### src/rtl/pc_pkg.sv
// Shared encodings for the program-counter unit: next-PC operations and trap causes.
package pc_pkg;

  typedef enum logic [2:0] {
    NPC_PLUS4  = 3'b000,
    NPC_BRANCH = 3'b001,
    NPC_JUMP   = 3'b010,
    NPC_JALR   = 3'b011,
    NPC_MRET   = 3'b100
  } npc_op_e;

  typedef enum logic [1:0] {
    CAUSE_NONE     = 2'd0,
    CAUSE_EXT      = 2'd1,
    CAUSE_MISALIGN = 2'd2
  } cause_e;

endpackage

### src/rtl/pc_unit_npc_calc.sv
// Combinational next-PC candidate and misaligned-target detection.
module npc_calc
  import pc_pkg::*;
#(
  parameter int XLEN = 32
) (
  input  logic [XLEN-1:0] pc,
  input  logic [2:0]      npc_op,
  input  logic [XLEN-1:0] imm,
  input  logic [XLEN-1:0] alu_c,
  input  logic [XLEN-1:0] epc,
  output logic [XLEN-1:0] npc,
  output logic            misalign
);

  logic [XLEN-1:0] br_off;
  logic [XLEN-1:0] jmp_off;
  logic            unused_bits;

  assign br_off      = {{(XLEN-13){imm[12]}}, imm[12:1], 1'b0};
  assign jmp_off     = {{(XLEN-21){imm[20]}}, imm[20:1], 1'b0};
  assign unused_bits = ^{imm[XLEN-1:21], imm[0], alu_c[0]};

  // Select the target; only control transfers computed from operands can be misaligned.
  always_comb begin
    npc      = pc + XLEN'(4);
    misalign = 1'b0;
    case (npc_op)
      NPC_BRANCH: begin
        npc      = pc + br_off;
        misalign = npc[1];
      end
      NPC_JUMP: begin
        npc      = pc + jmp_off;
        misalign = npc[1];
      end
      NPC_JALR: begin
        npc      = {alu_c[XLEN-1:1], 1'b0};
        misalign = npc[1];
      end
      NPC_MRET: begin
        npc = epc;
      end
      default: begin
        npc = pc + XLEN'(4);
      end
    endcase
  end

endmodule

### src/rtl/pc_unit.sv
// PC register with trap/stall priority, saved exception PC, cause and retired-instruction counter.
module pc_unit
  import pc_pkg::*;
#(
  parameter int              XLEN      = 32,
  parameter logic [XLEN-1:0] RESET_VEC = 32'h0000_0000,
  parameter logic [XLEN-1:0] TRAP_VEC  = 32'h0000_0100,
  parameter int              CNT_W     = 32
) (
  input  logic             clk,
  input  logic             rst,
  input  logic             stall,
  input  logic [2:0]       npc_op,
  input  logic [XLEN-1:0]  imm,
  input  logic [XLEN-1:0]  alu_c,
  input  logic             trap_req,
  output logic [XLEN-1:0]  pc,
  output logic [XLEN-1:0]  npc,
  output logic [XLEN-1:0]  epc,
  output logic [1:0]       cause,
  output logic             trap_taken,
  output logic [CNT_W-1:0] instret
);

  logic [XLEN-1:0]  pc_q, pc_d;
  logic [XLEN-1:0]  epc_q, epc_d;
  logic [1:0]       cause_q, cause_d;
  logic             trap_taken_q, trap_taken_d;
  logic [CNT_W-1:0] instret_q, instret_d;
  logic             misalign;

  npc_calc #(.XLEN(XLEN)) u_npc_calc (
    .pc       (pc_q),
    .npc_op   (npc_op),
    .imm      (imm),
    .alu_c    (alu_c),
    .epc      (epc_q),
    .npc      (npc),
    .misalign (misalign)
  );

  // Next-state priority: external trap, then misaligned target, then stall, then normal retire.
  always_comb begin
    pc_d         = pc_q;
    epc_d        = epc_q;
    cause_d      = cause_q;
    trap_taken_d = 1'b0;
    instret_d    = instret_q;
    if (trap_req) begin
      pc_d         = TRAP_VEC;
      epc_d        = pc_q;
      cause_d      = CAUSE_EXT;
      trap_taken_d = 1'b1;
    end else if (misalign && !stall) begin
      pc_d         = TRAP_VEC;
      epc_d        = pc_q;
      cause_d      = CAUSE_MISALIGN;
      trap_taken_d = 1'b1;
    end else if (!stall) begin
      pc_d      = npc;
      instret_d = instret_q + CNT_W'(1);
    end
  end

  // State registers with synchronous reset taking precedence over everything.
  always_ff @(posedge clk) begin
    if (rst) begin
      pc_q         <= RESET_VEC;
      epc_q        <= '0;
      cause_q      <= CAUSE_NONE;
      trap_taken_q <= 1'b0;
      instret_q    <= '0;
    end else begin
      pc_q         <= pc_d;
      epc_q        <= epc_d;
      cause_q      <= cause_d;
      trap_taken_q <= trap_taken_d;
      instret_q    <= instret_d;
    end
  end

  assign pc         = pc_q;
  assign epc        = epc_q;
  assign cause      = cause_q;
  assign trap_taken = trap_taken_q;
  assign instret    = instret_q;

endmodule
### config.mk
export PLATFORM = sky130hd
export DESIGN_NAME = pc_unit
export DESIGN_NICKNAME = d
export VERILOG_FILES = /design/src/rtl/pc_pkg.sv /design/src/rtl/pc_unit_npc_calc.sv /design/src/rtl/pc_unit.sv
export SDC_FILE = /design/constraint.sdc
export NUM_CORES = 1
export LEC_CHECK = 0
export ABC_AREA = 1
export BUFFER_PORTS_ARGS = -buffer_cell sky130_fd_sc_hd__buf_2
export CORE_UTILIZATION = 35
export DETAILED_ROUTE_END_ITERATION = 16
export SLEW_MARGIN = 25
export SYNTH_ARGS = -nofsm -noshare
export SYNTH_HDL_FRONTEND = slang
export SYNTH_HIERARCHICAL = 1
export SYNTH_SLANG_ARGS = --single-unit
### constraint.sdc
create_clock -name clk -period 5.61 [get_ports clk]
set_input_delay 0.8415 -clock clk [delete_from_list [all_inputs] [get_ports clk]]
set_output_delay 0.8415 -clock clk [all_outputs]
set_load 0.1 [all_outputs]
Yosys cells after proc, flatten, opt, wreduce, memory -nomap -nowiden. Cells that the tools add are included. Widths: inputs -> output; s select.

Add/subtract/negate cells: 4. Eq/ne operators: 5. Multiplexer cells: 11. Bitwise operators: 3. Reductions and logical operators: 6.

Operators by type and width (count): $pmux 32 s4 (1); $add 32x32->32 (2); $mux 32 (2); $add 32x1->32 const B (1); $add 32x3->32 const B (1); $mux 9 (3); $eq 3x2->1 const B (2); $mux 1 (4); $eq 3x1->1 const B (1); $eq 3x3->1 const B (1); $ne 3x1->1 const B (1); $not 1->1 (3); $pmux 1 s3 (1); $reduce_and 3->1 (1); $reduce_or 3->1 (1); $reduce_bool 2->1 (1); $reduce_or 2->1 (1); $logic_and 1x1->1 (1); $logic_not 1->1 (1).

Register bits after elaboration: 99. Output and inout bits: 131. Logic and storage cells: 36.

Logic depth before layout (Yosys ltp). Gate-level depths: netlist (run 1).

Depth in word-level cells: 5. Mapped depth: 16.

Cells and area by module. Netlist (run 1), hierarchy kept.

Modules (own cells, without submodules): npc_calc (times used 1, cells an instance 1090, area an instance 5403.9 µm²); pc_unit (times used 1, cells an instance 562, area an instance 4032.6 µm²).

Worst setup path before layout (run 1). Ideal clock, no wire load.

Path kind: reg2out. Start: reg pc_q[6] (netlist: pc[6]). End: out npc[12]. Data arrival time: 3.702 ns. Data required time: 4.769 ns. Slack: 1.067 ns. Stages on the path, launching flop included: 10. Cells stage by stage: dfxtp_1 -> ha_1 -> nand2_1 -> inv_1 -> nand2_1 -> nand2_1 -> nand2_1 -> nand3_1 -> a21o_1 -> a22oi_1.

Word-level cells in the longest chain between the ends: 2. Elaborated cells between the ends (all ways): 4. Classes of those cells: add/sub (3); mux (1).

Ends and longest elaborated chain: start: declaration (RTL line pc_unit.sv:25) `logic [XLEN-1:0] pc_q, pc_d;`; start signal: assignment (RTL line pc_unit.sv:74) `pc_q <= pc_d;`; $add 32x3->32, or another cell as far along; $pmux 32 s4 * (RTL line pc_unit_npc_calc.sv:28) `case (npc_op)`; end: declaration (RTL line pc_unit.sv:18) `output logic [XLEN-1:0] npc,`.

Mark *: on every way between the ends. The rest lies on a longest branch, timed or not.

Worst setup path in the final report (run 1).
Start: reg pc_q[8] (netlist: pc[8]). End: out npc[18].

The elaborated chain is that of the path after synthesis.

==> impl_metrics.ini, run 1 <==
[power_and_ir_drop]
power_frac_seq = 0.378
power_frac_clock = 0.310
powerDensity_mw_per_mm2 = 178
leakagePower_nw = 5.77
peakVddDrop_mv = 0.131
p_sw_mw = 0.807
comb_power_share = 0.313
swShare = 0.414
intPower_mw = 1.14

[logic_synthesis]
synth-edff-count = 0
ys_async_sr_fraction = 0
syn_area_per_cell_sq_um = 5.71
yosys.area.top_type_share = 0.242
yosys-top-cells-area = nand2_1, dfxtp_1, inv_1
ys_ff_latch = 99
yosysWarnings = 6
syn-num-nets = 1774
synth_flop_cell = dfxtp_1
syn-cell-area_sq_mm = 0.00944
synth_cell_type_count = 48
synthesis.instances = 1652
synth_top_cell_by_area = nand2_1
yosysSeqAreaShare = 0.210

[worst_setup_path]
r2r-end = pc[18]$_SDFFE_PP0N_
critPathKind = flop to primary output
worst-path-stages = 12
crit_family = simple AND/OR/NAND/NOR gates
crit_path_end = npc[18]
worst_ep_required_time_ns = 4.77
r2r-start = pc[8]$_SDFFE_PP0P_
start_kind = flop
crit_buf_inv = 3
cp_cell_sequence = ha_1 > nand2_1 > inv_1 > nand2_1 > nand2_1 > inv_1 > nand3_1 > nand2_1 > nand2_1 > o21ai_0 > nand4_1 > buf_2
crit_path_max_incr_delay_ns = 0.64
crit_top_cell = nand2_1
end_kind = primary output
r2r_slack_ns = 2.49
path_max_fanout = 9
critPathLaunch = pc[8]$_SDFFE_PP0P_
slowest_stage = dfxtp_1
worst_r2r_path_depth = 13
crit_arrival_ns = 3.51

[routing]
drt_iter0_drc = 804
vias = 11200
drt-total-wl_um = 36600
viasPerCell = 5.18
route.detailed.drc = 2
ant_nets = 0
routedWlPerCell_um = 16.9
first_pass_iters = 11

[cts]
cts_root_buf = clkbuf_16
cts_tree = built
insertion_delay_ns = 0.35
holdBufCountCts = 0
cts.repair.resized = 0
cts_made_buffers = 9
cts.path.max_buffers = 2
cts_htree_levels = 3
clk_pin_slew_worst_paths_ns = 0.07
cts_setup_buffers = 0
cts.sinks = 99

[global_routing]
grt-ovfl-total = 0
grt_max_degree = 35
grt_pass1_wl_um = 57500
grt_use_total = 0.263
antenna_found_initial = 3
grt_pass1_vias = 10600

[layout]
n_fill_cell = 2953
post-route-util = 0.417
area_growth_pct = 16.2
seqCellArea_sq_mm = 0.00198
nNetsFinal = 1945
multiInputGateArea_sq_mm = 0.00640
drive_above_1_share = 0.141

[hold_path]
hp-class = flop to flop
hp-start = cause[0]$_SDFFE_PP0P_

[floorplan]
chipWidth_um = 166
dieHeight_um = 166
pin_count = 202
fp-row-count = 59
core_area_sq_mm = 0.0263
start_util = 0.359
design.die.area_sq_mm = 0.0276

[sta]
worst_pin_slew_ns = 0.796
rsz0062_at_grt = false
finalWorstSetupSlack_ns = 1.26
relSlewSlack = 0.468
drv_slew = 0
fin_tns_setup_ns = 0
fin_worst_skew_ns = 0.00970
max_freq_mhz = 230
setup_viol = 0
hold_viol = 0
fin_crit_ns = 4.35
period_share = 0.775

[placement]
place_congestion = 0.968
place_hpwl_um = 29100
dp_slack_ns = 1.32
numPortBuffers = 188

[run]
cap_violations = 0

[run_status]
violations = DRC
status = finished with violations
## power groups by stage
stage               clock network, mW  registers (mW)  logic [mW]
finish                          0.603           0.736       0.609
global route                    0.634           0.738       0.649
CTS                             0.607           0.736       0.606
detailed placement                  0           0.752       0.604
global placement                    0           0.752       0.602
floorplan                           0           0.817       0.389
## Yosys cell counts (all sizes together) (3+ instances only)
master and count:
xnor2 12, nor3 26, xor2 20, a21oi 98, nand4 48, ha 50
a22o 20, o2111ai 6, nand3 140, dfxtp 99, and2 3, o21ai 24
a21o 4, nand3b 20, buf 15, clkbuf 20, nand2 615, inv 238
nor2 167, o21bai 8
## stage by stage
stage | cell area, sq um | hold WS [ns] | power, mW | std cells
6_report | 11000 | 0.471 | 1.95 | 2164
5_1_grt | 11000 | 0.499 | 2.02 | 2164
4_1_cts | 11000 | 0.472 | 1.95 | 2163
3_5_place_dp | 10700 | 0.455 | 1.36 | 2147
3_3_place_gp | 10700 | 0.459 | 1.35 | 2147
2_1_floorplan | 9440 | 0.900 | 1.21 | 1652
## worst min-delay path by stage
stage                                       end  cells past startpoint
after floorplan           cause[0]$_SDFFE_PP0P_                      2
after global placement    cause[0]$_SDFFE_PP0P_                      2
after detailed placement  cause[0]$_SDFFE_PP0P_                      2
after CTS                 cause[0]$_SDFFE_PP0P_                      2
after global routing      cause[0]$_SDFFE_PP0P_                      2
final                     cause[0]$_SDFFE_PP0P_                      2
## state kept, by name (all words and copies together) (netlist names)
signal and count:
epc 32, instret 32, pc 32, cause 2, trap_taken 1
## cells by family (layout without fill, tap and decap cells)
logic type / Yosys count / after routing / share of synthesized area
and+or+nand+nor: 1025 / 1025 / 0.472
buffers and inverters: 275 / 451 / 0.113
AOI/OAI and AO/OA: 170 / 170 / 0.107
DFF: 99 / 99 / 0.210
adders and majority gates: 51 / 51 / 0.0684
xor gates and xnor gates: 32 / 32 / 0.0297
other: 0 / 1 / 0
## worst min-delay path, delay by kind of cell (launching register included)
family | cells | cell delay (ns)
and+or+nand+nor | 1 | 0.06
AOI/OAI and AO/OA | 1 | 0.05
DFF | 1 | 0.31
## metal layers
layer,track usage,share of wire,wire length (um),up-vias
met1,0.347,0.44,16200,5119
met4,0.0788,0.024,863,4
met5,0,0.00063,23,-
met3,0.0446,0.077,2800,64
met2,0.435,0.46,16700,390
li1,-,-,-,5641
## cell type report
cell class | instances | share of cell area
Clock inverter | 5 | 0.00342
Inverter | 240 | 0.0822
Antenna cell | 1 | 0.000228
Multi-Input combinational cell | 1278 | 0.583
Sequential cell | 99 | 0.181
Tap cell | 335 | 0.0382
Clock buffer | 11 | 0.0212
Timing Repair Buffer | 195 | 0.0906
## cell usage in the layout, fill, tap and decap left out, types with 20 or more instances in the layout
cell	n
a21oi_1	97
a22o_1	20
buf_2	188
dfxtp_1	99
ha_1	50
inv_1	225
nand2_1	609
nand3_1	135
nand3b_1	20
nand4_1	47
nor2_1	153
nor3_1	21
xor2_1	20
No activity file was read; power rests on OpenSTA's default activity.
==> run 2: changes to the inputs <==
- clock period: 5.61 -> 4.45 ns (I/O delays scaled with it)
==> run 2 against run 1 <==
Effect of this change:
- design area grew 1.4%
- clock power grew 46%
- largest power group unchanged
- highest routed layer unchanged
- global-route usage grew 0.24 points
- clock skew shrank 0.0019 ns
- via count grew 0.27%
- power grew 33%
- largest cell class unchanged
- first-iteration DRC count grew 1.7%
- sequential cell count is the same
- the run still ends with DRC left
- critical endpoint unchanged
==> impl_metrics.ini, run 2 (same netlist as run 1, synthesis figures left out) <==
[placement]
dp_slack_ns = 0.516
place_congestion = 0.982
dp_cells = 2161
numPortBuffers = 188
place_hpwl_um = 29600

[routing]
vias = 11200
route.detailed.drc = 2
first_pass_iters = 13
drt-total-wl_um = 37100
drt_iter0_drc = 818
ant_nets = 0
routedWlPerCell_um = 17.0
viasPerCell = 5.17

[floorplan]
start_util = 0.359
chipWidth_um = 166
design.die.area_sq_mm = 0.0276
pin_count = 202
dieHeight_um = 166
core_area_sq_mm = 0.0263
fp-row-count = 59

[layout]
layout_common_cells = nand2_1, inv_1, buf_2, nor2_1, nand3_1
area_growth_pct = 17.9
final_cells = 2177
drive_above_1_share = 0.148
num_antenna_cells = 0
mostFrequentLayoutCell = nand2_1
nNetsFinal = 1959

[sta]
fin_tns_setup_ns = 0
fin_worst_skew_ns = 0.00778
relSlewSlack = 0.555
max_freq_mhz = 245
hold_viol = 0
finalWorstSetupSlack_ns = 0.362
holdWs_ns = 0.478
setup_viol = 0
worst_pin_slew_ns = 0.660
rsz0062_at_grt = false
drv_slew = 0
fin_crit_ns = 4.09
period_share = 0.919

[run_status]
violations = DRC
status = finished with violations

[worst_setup_path]
crit_arrival_ns = 3.42
r2r_slack_ns = 1.44
crit_path_max_incr_delay_ns = 0.59
crit_top_cell = nand2_1
critPathKind = flop to primary output
worst_r2r_path_depth = 13
path_max_fanout = 8
crit_family = simple AND/OR/NAND/NOR gates
cp_cell_sequence = ha_1 > nand2_1 > inv_1 > nand2_1 > nand2_1 > nand2_1 > nand3_1 > nand2_1 > nand2_1 > o21ai_0 > nand4_1 > buf_2
slowest_stage = dfxtp_1
end_kind = primary output
crit_buf_inv = 2
worst-path-stages = 12
worst_ep_required_time_ns = 3.78
start_kind = flop

[cts]
cts_root_buf = clkbuf_16
cts.sinks = 99
insertion_delay_ns = 0.36
cts_made_buffers = 9
cts_htree_levels = 3
holdBufCountCts = 0
cts_tree = built
cts_setup_buffers = 0
cts.path.max_buffers = 2
cts.repair.resized = 0
clk_pin_slew_worst_paths_ns = 0.07

[power_and_ir_drop]
peakVddDrop_mv = 0.188
totalPowerFinal_mw = 2.59
powerDensity_mw_per_mm2 = 232
leakagePower_nw = 5.87

[global_routing]
grt_pass1_vias = 10700
grt_use_total = 0.265
grt_pass1_wl_um = 57400
grt_max_degree = 53
grt-ovfl-total = 0
antenna_found_initial = 2

[hold_path]
hold_depth = 2
hp-class = flop to flop

[run]
cap_violations = 0
run 2: final timing paths:
path | from | to
setup / recovery | pc[4]$_SDFFE_PP0N_ | npc[18]
hold / removal | cause[0]$_SDFFE_PP0P_ | cause[0]$_SDFFE_PP0P_
setup reg to reg | pc[4]$_SDFFE_PP0N_ | pc[18]$_SDFFE_PP0N_
hold reg to reg | cause[0]$_SDFFE_PP0P_ | cause[0]$_SDFFE_PP0P_
run 2: where the power goes:
part | internal (mW) | total, mW | switching [mW]
clock | 0.512 | 0.882 | 0.369
combinational | 0.163 | 0.784 | 0.621
sequential | 0.898 | 0.921 | 0.0226
total | 1.57 | 2.59 | 1.01
run 2: per-stage QoR:
stage	utilization	area (sq um)
after floorplan	-	9440
after global placement	0.411	10800
after detailed placement	0.411	10800
after CTS	0.423	11100
after global routing	0.423	11100
final	0.423	11100
run 2: cell type report:
type	count	area, sq um
fillers	2946	15200
multi-input cells	1278	6400
flip-flops and latches	99	1980
repair buffers	209	1100
inverters	240	902
well taps	335	419
clock buffers	11	243
clock inverters	5	82.6
run 2: per-layer routing:
| metal | vias up | wire length [um] | GRT usage |
|---|---|---|---|
| met2 | 354 | 16900 | 0.441 |
| met4 | 4 | 756 | 0.0711 |
| met5 | - | 23 | 0 |
| met1 | 5180 | 16700 | 0.348 |
| met3 | 47 | 2650 | 0.0503 |
| li1 | 5663 | - | - |
run 2: tightest hold or removal path: cells and delay by family, from the launching register on:
| kind | cells | cell delay, ns |
|---|---|---|
| AO/OA/AOI/OAI | 1 | 0.06 |
| flip-flops | 1 | 0.32 |
| AND/OR/NAND/NOR | 1 | 0.06 |
==> run 3: changes to the inputs <==
--- a/config.mk
+++ b/config.mk
@@ -11,2 +11,3 @@
 export DETAILED_ROUTE_END_ITERATION = 16
+export RECOVER_POWER = 50
 export SLEW_MARGIN = 25
--- a/constraint.sdc
+++ b/constraint.sdc
@@ -3,2 +3,2 @@
 set_output_delay 0.6675 -clock clk [all_outputs]
-set_load 0.1 [all_outputs]
+set_load 0.005 [all_outputs]
==> run 3 against run 2 <==
Effect of this change:
- the run ends with DRC, capacitance limit, slew limit left
- design area decreased by 1.2%
- die area unchanged
- clock power decreased by 2.9%
- critical path depth decreased by 2
- worst setup slack improved by 0.0074 ns
- register-to-register slack got worse by 0.15 ns
- clock-buffer cell count decreased by 1
- power decreased by 12%
- largest cell class unchanged
- largest power group unchanged
==> impl_metrics.ini, run 3 (same netlist as run 1, synthesis figures left out) <==
[power_and_ir_drop]
leakagePower_nw = 5.65
powerDensity_mw_per_mm2 = 206
peakVddDrop_mv = 0.155

[sta]
relSlewSlack = -0.195
finalWorstSetupSlack_ns = 0.370
rsz0062_at_grt = false
max_freq_mhz = 245
fin_crit_ns = 4.08
setup_viol = 0
hold_viol = 0
drv_slew = 53
fin_worst_skew_ns = 0.00957
holdWs_ns = 0.480
worst_pin_slew_ns = 1.79
fin_tns_setup_ns = 0
period_share = 0.917

[worst_setup_path]
r2r-end = pc[18]$_SDFFE_PP0N_
cp_cell_sequence = clkbuf_1 > inv_1 > nand2_1 > nor2_1 > inv_2 > nand2_1 > o21ai_1 > a21o_1 > a22oi_1 > buf_2
r2r_slack_ns = 1.29
crit_arrival_ns = 3.41
crit_top_cell = nand2_1
slowest_stage = nor2_1
worst_ep_required_time_ns = 3.78
path_max_fanout = 19
critPathKind = primary input to primary output
end_kind = primary output
start_kind = primary input
r2r-start = pc[3]$_SDFFE_PP0N_
worst_r2r_path_depth = 14
crit_path_max_incr_delay_ns = 1.33

[cts]
cts_htree_levels = 3
holdBufCountCts = 0
cts.path.max_buffers = 2
cts_made_buffers = 9
insertion_delay_ns = 0.35
cts_tree = built
cts_root_buf = clkbuf_16
cts.sinks = 99
cts.repair.resized = 0
cts_setup_buffers = 0
clk_pin_slew_worst_paths_ns = 0.07

[layout]
num_antenna_cells = 0
area_growth_pct = 16.5
layout_common_cells = nand2_1, inv_1, nor2_1, buf_2, nand3_1
nNetsFinal = 1956
mostFrequentLayoutCell = nand2_1
drive_above_1_share = 0.119

[placement]
numPortBuffers = 188
place_congestion = 0.973
dp_slack_ns = 0.764
place_hpwl_um = 29800

[floorplan]
fp-row-count = 59
design.die.area_sq_mm = 0.0276
chipWidth_um = 166
pin_count = 202
start_util = 0.359
dieHeight_um = 166
core_area_sq_mm = 0.0263

[global_routing]
antenna_found_initial = 2
grt_pass1_vias = 10500
grt_max_degree = 34
grt-ovfl-total = 0
grt_use_total = 0.264
grt_pass1_wl_um = 57500

[routing]
first_pass_iters = 12
vias = 11300
drt_iter0_drc = 862
ant_nets = 0
viasPerCell = 5.21
route.detailed.drc = 2
drt-total-wl_um = 36900
routedWlPerCell_um = 17.0

[run]
cap_violations = 2

[hold_path]
hold_depth = 2
hp-start = cause[0]$_SDFFE_PP0P_
hp-class = flop to flop
holdPathEnd = cause[0]$_SDFFE_PP0P_

[run_status]
violations = DRC, capacitance limit, slew limit
status = finished with violations
run 3: changes by cell type in the layout (fill, tap and decap cells not counted), sizes merged:
cell,delta
buf,-51
clkbuf,+47
clkinv,+2
inv,-1
run 3: worst max-delay path, delay by kind of cell:
kind	cells	cell delay, ns
AOI/OAI and AO/OA	3	0.56
buffers and inverters	4	0.46
and+or+nand+nor	3	1.72
run 3: cell type report:
| cell class | count | area (sq um) |
|---|---|---|
| Sequential cell | 99 | 1980 |
| Clock inverter | 6 | 87.6 |
| Timing Repair Buffer | 206 | 996 |
| Inverter | 240 | 902 |
| Clock buffer | 10 | 229 |
| Multi-Input combinational cell | 1278 | 6380 |
| Fill cell | 2978 | 15300 |
| Tap cell | 335 | 419 |
run 3: power by group:
group | total, mW | internal (mW) | switching, mW | leakage, nW
Clock | 0.856 | 0.495 | 0.361 | 0.157
Sequential | 0.923 | 0.898 | 0.0247 | 0.800
Combinational | 0.489 | 0.158 | 0.331 | 4.69
run 3: worst max path at each step:
stage,from,cells past startpoint,endpoint,slack (ns)
after detailed placement,imm[1],15,npc[25],0.76
after floorplan,imm[1],13,npc[25],1.63
after global routing,npc_op[2],10,npc[10],0.21
final,npc_op[2],10,npc[10],0.37
after global placement,imm[9],13,npc[18],0.76
after CTS,pc[4]$_SDFFE_PP0N_,12,npc[18],0.64
run 3: per-layer routing:
| metal | vias up | global-route usage | routed length [um] |
|---|---|---|---|
| li1 | 5662 | - | - |
| met1 | 5189 | 0.354 | 16400 |
| met2 | 420 | 0.440 | 16800 |
| met3 | 48 | 0.0408 | 3020 |
| met4 | 4 | 0.0691 | 686 |
| met5 | - | 0 | 18 |
run 3: per-stage QoR:
step,cells,instance area (sq um),utilization,power [mW]
finish,2174,11000,0.418,2.27
global route,2174,11000,0.418,2.38
CTS,2174,11100,0.422,2.29
detailed placement,2158,10800,0.410,1.43
global placement,2158,10800,0.410,1.43
floorplan,1652,9440,-,1.23
